<file path="config.mk">
export PLATFORM = sky130hd
export DESIGN_NAME = cnt32_sched
export DESIGN_NICKNAME = d
export VERILOG_FILES = /design/src/rtl/cnt32_sched.sv
export SDC_FILE = /design/constraint.sdc
export NUM_CORES = 1
export LEC_CHECK = 0
export CAP_MARGIN = 5
export CELL_PAD_IN_SITES_DETAIL_PLACEMENT = 1
export CELL_PAD_IN_SITES_GLOBAL_PLACEMENT = 1
export CORE_ASPECT_RATIO = 1.2
export CORE_UTILIZATION = 38
export DETAILED_ROUTE_END_ITERATION = 6
export PLACE_DENSITY = 0.93
export SYNTH_ARGS = -nofsm -noshare
export SYNTH_HDL_FRONTEND = slang
export SYNTH_SLANG_ARGS = --single-unit
</file>
<file path="constraint.sdc">
create_clock -name clk -period 8.3 [get_ports clk]
set_input_delay 1.66 -clock clk [delete_from_list [all_inputs] [get_ports clk]]
set_output_delay 1.66 -clock clk [all_outputs]
set_load 0.01 [all_outputs]
</file>
<file path="src/rtl/cnt32_sched.sv">
// Round-robin job scheduler that shares one counter between two requesters:
// optional preload, N enabled count cycles, result capture. Optional macro: CNT_SCHED_RCO_STOP_EN.
module cnt32_sched #(
    parameter int unsigned WIDTH = 32,
    parameter int unsigned LEN_W = 8
) (
    input  logic             clk,
    input  logic             reset,
    input  logic             req0,
    input  logic             req1,
    input  logic [1:0]       mode0,
    input  logic [1:0]       mode1,
    input  logic [WIDTH-1:0] d0,
    input  logic [WIDTH-1:0] d1,
    input  logic [LEN_W-1:0] len0,
    input  logic [LEN_W-1:0] len1,
    input  logic             pre0,
    input  logic             pre1,
    output logic             gnt0,
    output logic             gnt1,
    output logic             done0,
    output logic             done1,
    output logic [WIDTH-1:0] result,
    output logic             rco_seen,
    output logic             busy,
    output logic             enable_,
    output logic [1:0]       mode_,
    output logic [WIDTH-1:0] D_,
    input  logic [WIDTH-1:0] Q_,
    input  logic             rco_,
    input  logic             load_
);

    localparam logic [1:0] MODE_LOAD = 2'b11;

    typedef enum logic [1:0] {IDLE, LOAD, RUN, DONE} state_e;

    state_e             state_q, state_d;
    logic               sel_q, sel_d;
    logic               last_q, last_d;
    logic [1:0]         job_mode_q, job_mode_d;
    logic [WIDTH-1:0]   job_data_q, job_data_d;
    logic [LEN_W-1:0]   job_len_q, job_len_d;
    logic [LEN_W-1:0]   cnt_q, cnt_d;
    logic               gnt0_q, gnt0_d, gnt1_q, gnt1_d;
    logic               done0_q, done0_d, done1_q, done1_d;
    logic [WIDTH-1:0]   result_q, result_d;
    logic               rco_seen_q, rco_seen_d;
    logic               busy_q, busy_d;
    logic               enable_q, enable_d;
    logic [1:0]         mode_q, mode_d;
    logic [WIDTH-1:0]   dout_q, dout_d;
    logic               pick;
    logic               pre_sel;

    // State and registered outputs
    always_ff @(posedge clk or negedge reset) begin
        if (!reset) begin
            state_q    <= IDLE;
            sel_q      <= 1'b0;
            last_q     <= 1'b1;
            job_mode_q <= '0;
            job_data_q <= '0;
            job_len_q  <= '0;
            cnt_q      <= '0;
            gnt0_q     <= 1'b0;
            gnt1_q     <= 1'b0;
            done0_q    <= 1'b0;
            done1_q    <= 1'b0;
            result_q   <= '0;
            rco_seen_q <= 1'b0;
            busy_q     <= 1'b0;
            enable_q   <= 1'b0;
            mode_q     <= 2'b00;
            dout_q     <= '0;
        end else begin
            state_q    <= state_d;
            sel_q      <= sel_d;
            last_q     <= last_d;
            job_mode_q <= job_mode_d;
            job_data_q <= job_data_d;
            job_len_q  <= job_len_d;
            cnt_q      <= cnt_d;
            gnt0_q     <= gnt0_d;
            gnt1_q     <= gnt1_d;
            done0_q    <= done0_d;
            done1_q    <= done1_d;
            result_q   <= result_d;
            rco_seen_q <= rco_seen_d;
            busy_q     <= busy_d;
            enable_q   <= enable_d;
            mode_q     <= mode_d;
            dout_q     <= dout_d;
        end
    end

    // Next-state, arbitration and job sequencing
    always_comb begin
        state_d    = state_q;
        sel_d      = sel_q;
        last_d     = last_q;
        job_mode_d = job_mode_q;
        job_data_d = job_data_q;
        job_len_d  = job_len_q;
        cnt_d      = cnt_q;
        gnt0_d     = 1'b0;
        gnt1_d     = 1'b0;
        done0_d    = 1'b0;
        done1_d    = 1'b0;
        result_d   = result_q;
        rco_seen_d = rco_seen_q;
        pick       = 1'b0;
        pre_sel    = 1'b0;

        case (state_q)
            IDLE: begin
                if (req0 || req1) begin
                    // On a tie the requester not served last wins
                    pick       = (req0 && req1) ? ~last_q : req1;
                    sel_d      = pick;
                    job_mode_d = pick ? mode1 : mode0;
                    job_data_d = pick ? d1 : d0;
                    job_len_d  = pick ? len1 : len0;
                    pre_sel    = pick ? pre1 : pre0;
                    gnt0_d     = ~pick;
                    gnt1_d     = pick;
                    rco_seen_d = 1'b0;
                    if (pre_sel || job_mode_d == MODE_LOAD) begin
                        state_d = LOAD;
                    end else if (job_len_d == '0) begin
                        state_d = DONE;
                    end else begin
                        state_d = RUN;
                        cnt_d   = job_len_d;
                    end
                end
            end
            LOAD: begin
                if (job_mode_q == MODE_LOAD || job_len_q == '0) begin
                    state_d = DONE;
                end else begin
                    state_d = RUN;
                    cnt_d   = job_len_q;
                end
            end
            RUN: begin
                cnt_d = cnt_q - LEN_W'(1);
                if (rco_) begin
                    rco_seen_d = 1'b1;
                end
                if (cnt_q == LEN_W'(1)) begin
                    state_d = DONE;
                end
`ifdef CNT_SCHED_RCO_STOP_EN
                if (rco_) begin
                    state_d = DONE;
                end
`endif
            end
            DONE: begin
                result_d = Q_;
                done0_d  = ~sel_q;
                done1_d  = sel_q;
                last_d   = sel_q;
                state_d  = IDLE;
            end
            default: state_d = IDLE;
        endcase
    end

    // Counter controls follow the state being entered so they line up with it
    always_comb begin
        enable_d = 1'b0;
        mode_d   = mode_q;
        dout_d   = dout_q;
        busy_d   = (state_d != IDLE);
        case (state_d)
            LOAD: begin
                enable_d = 1'b1;
                mode_d   = MODE_LOAD;
                dout_d   = job_data_d;
            end
            RUN: begin
                enable_d = 1'b1;
                mode_d   = job_mode_d;
            end
            default: ;
        endcase
    end

    // The counter may only report a load while a load cycle is being driven
    a_load_consistent: assert property (@(posedge clk) disable iff (!reset)
        load_ |-> (enable_q && mode_q == MODE_LOAD));

    assign gnt0     = gnt0_q;
    assign gnt1     = gnt1_q;
    assign done0    = done0_q;
    assign done1    = done1_q;
    assign result   = result_q;
    assign rco_seen = rco_seen_q;
    assign busy     = busy_q;
    assign enable_  = enable_q;
    assign mode_    = mode_q;
    assign D_       = dout_q;

endmodule

</file>
==> results by group <==
Floorplanning
  • Initial Util: 0.387
  • I/O pins: 197
  • Die width: 112 um
  • Die Y: 134 um
  • Core Region: 14400 sq um
  • Die ar.: 15100 sq um
  • FP Rows: 48

Critical path
  • CP Class: in2reg
  • Family with the most delay on the worst path: compound AO/OA/AOI/OAI gates
  • Reg-to-reg endpoint: D_[16]
  • Critical path depth in cells: 9
  • Endpoint type of the worst setup path: flop
  • Buf/Inv on CP: 2
  • Slowest CP cell: a21boi_4
  • R2R setup slack: 5.13 ns
  • Critical-path cell list: clkdlybuf4s50_1, a21boi_4, a211oi_1, a32oi_1, mux2i_1, a21oi_1, ha_1, buf_4, mux2_2
  • R2R depth: 8
  • Max stage delay on crit path: 0.64 ns
  • CP required: 8.60 ns
  • Startpoint types: primary input
  • Arr. time, crit path: 4.96 ns
  • FF-to-FF Start: last_q
  • Crit-path max FO: 32

Synthesis
  • Commonest cells post-synth: 126 x dfrtp_1, 66 x mux2_2, 63 x a22o_1
  • Sequential cell area fraction in the yosys report: 0.573
  • Post-synth top area share: 0.568
  • Synth area leader: dfrtp_1
  • Largest cells by area after synthesis: dfrtp_1 57%, mux2_2 13%, a22o_1 9.9%, mux2i_1 2.5%, ha_1 2.3%
  • Cells after Synth: 420
  • Synth Register Bits: 127
  • EDFF count, synth: 0
  • Net Count, Synth: 554
  • Main synth FF type: dfrtp_1
  • Library cells used by synthesis: 44
  • Most instantiated library cell after synthesis: dfrtp_1
  • Syn Area/Cell: 13.2 sq um
  • Synthesized area: 5550 sq um
  • Synthesis Warnings: 0
  • Fraction of registers with async set/reset: 1.00

Clock tree
  • Later-pin clock latency in the skew report: 0.42 ns
  • Post-CTS Setup Bufs: 0
  • Clock slew at reported path FFs: 0.06 ns
  • Clock root buffer: clkbuf_16
  • Clock sink count: 127
  • CTS Buf Count: 17
  • Htree depth: 4
  • CTS max path bufs: 2
  • CTS resizes: 0
  • Hold-fix buffers, CTS: 0
  • TritonCTS clock tree: built

Route
  • DR vias/cell: 5.42
  • Residual DRC count: 9
  • DR WL/cell: 20.7 um
  • Initial drt markers: 167
  • Drt first pass iters: 6
  • Via count: 4316
  • DRT Wirelength: 16.5 mm
  • Routed Antenna Nets: 0

Layout
  • Area of the multi-input gates: 2250 sq um
  • FF+latch area: 3180 sq um
  • Final Util: 0.579
  • Layout cells sized above 1: 0.182
  • Final #Nets: 743
  • Layout fillers: 1446
  • Layout area overhead: 49.6%
  • N_diodes: 0

Timing
  • Clock skew: 0.00848 ns
  • Final hold vios: 0
  • Fin crit period: 4.66 ns
  • Final setup violation count: 0
  • Slew @ Worst Pin: 0.991 ns
  • Final TNS setup: 0 ns
  • Crit share post-route: 0.562
  • Worst slew margin: 0.339
  • Max-slew violations: 0
  • RSZ-0062 raised after global routing: false
  • FMAX: 0.215 GHz

Global route
  • Initial antenna violation count: 0
  • First-pass GRT wire length: 26.4 mm
  • Largest net degree at the start of global routing: 77
  • Number of global-route vias before repair: 4892
  • Global-route usage over all layers: 0.231
  • Grt total ovfl: 0

Placed design
  • HPWL Detailed: 11.7 mm
  • IO Port Bufs: 195
  • GP Congestion: 0.855

Pwr
  • Leakage Power: 3.52 nW
  • VDD IR-drop max: 178 uV
  • Power Density: 420 nW/um^2

Status
  • Status: finished with violations
  • Failing checks: DRC

Min path
  • Hold-critical path depth: 1
  • WHS Endpoint: done0
  • Hold wc startpoint: sel_q
  • Hold/Removal Path Class: reg2reg

Run
  • Max cap viols: 0
[through the flow]
| step | std cells | setup slack [ns] | power [W] | instance area, sq um | hold WS (ns) |
|---|---|---|---|---|---|
| floorplan | 420 | 4.47 | 0.00199 | 5550 | 0.434 |
| finish | 797 | 3.64 | 0.00349 | 8310 | 0.491 |
| detailed placement | 765 | 3.22 | 0.00268 | 7660 | 0.480 |
| global route | 797 | 3.51 | 0.00368 | 8310 | 0.512 |
| CTS | 797 | 3.64 | 0.00352 | 8310 | 0.491 |
| global placement | 765 | 3.40 | 0.00257 | 7660 | 0.465 |
[cell families (layout without fill, tap and decap cells)]
| group | after synthesis | after routing | synth area share |
|---|---|---|---|
| AOI/OAI and AO/OA | 112 | 112 | 0.159 |
| xor gates and xnor gates | 2 | 2 | 0.00316 |
| adders and majority gates | 10 | 10 | 0.0225 |
| buffers and inverters | 38 | 240 | 0.0279 |
| DFF | 127 | 127 | 0.573 |
| muxes | 86 | 86 | 0.171 |
| and+or+nand+nor | 45 | 45 | 0.0433 |
[layout by cell type (no fill, tap or decap), types with 4 or more instances in the layout]
cell type        Yosys  final
a21oi_1             11     11
a221oi_1             4      4
a22o_1              63     63
a32oi_1              4      4
buf_4                2      6
bufinv_16            0      5
clkbuf_16            0     17
clkdlybuf4s50_1      0    194
clkinv_2             0      4
clkinvlp_4           0      4
dfrtp_1            126    126
ha_1                10      8
inv_1                8      8
mux2_1               6      6
mux2_2              66     66
mux2i_1             14     14
nand2_1             19     19
nand3_1              4      4
nor2_1               6      5
nor4_1               6      6
o21ai_0             10     10
[cell type report]
cell class,instances,area share
Inverter,8,0.00362
Timing Repair Buffer,200,0.239
Multi-Input combinational cell,255,0.271
Clock buffer,17,0.0512
Clock inverter,15,0.0262
Tap cell,175,0.0264
Sequential cell,127,0.383
[registers in the layout (all words and copies together), names as in the netlist, 2 cells and up]
name / flops
D_: 32
job_data_q: 32
result: 32
cnt_q: 8
job_len_q: 8
job_mode_q: 2
mode_: 2
state_q: 2
[metal layers]
layer	vias to the layer above	part of all wire	track usage
met3	22	0.050	0.0587
met4	0	0.015	0.0763
met5	-	0	0
met1	2217	0.37	0.252
met2	128	0.56	0.433
li1	1949	-	-
[worst max-delay path by stage]
stage | startpoint | end | slack, ns
after floorplan | len1[0] | D_[10] | 4.47
after global placement | req1 | D_[12] | 3.40
after detailed placement | req1 | D_[13] | 3.22
after CTS | req1 | D_[10] | 3.64
after global routing | req1 | D_[16] | 3.51
final | req1 | D_[16] | 3.64
[power by group]
part | total, W | switching, W | leakage [nW] | internal, W
combinational | 0.00155 | 0.000712 | 1.68 | 0.000839
clock | 0.000815 | 0.000284 | 0.305 | 0.000531
sequential | 0.00112 | 0.000184 | 1.54 | 0.000937
No activity file was read; power rests on OpenSTA's default activity.
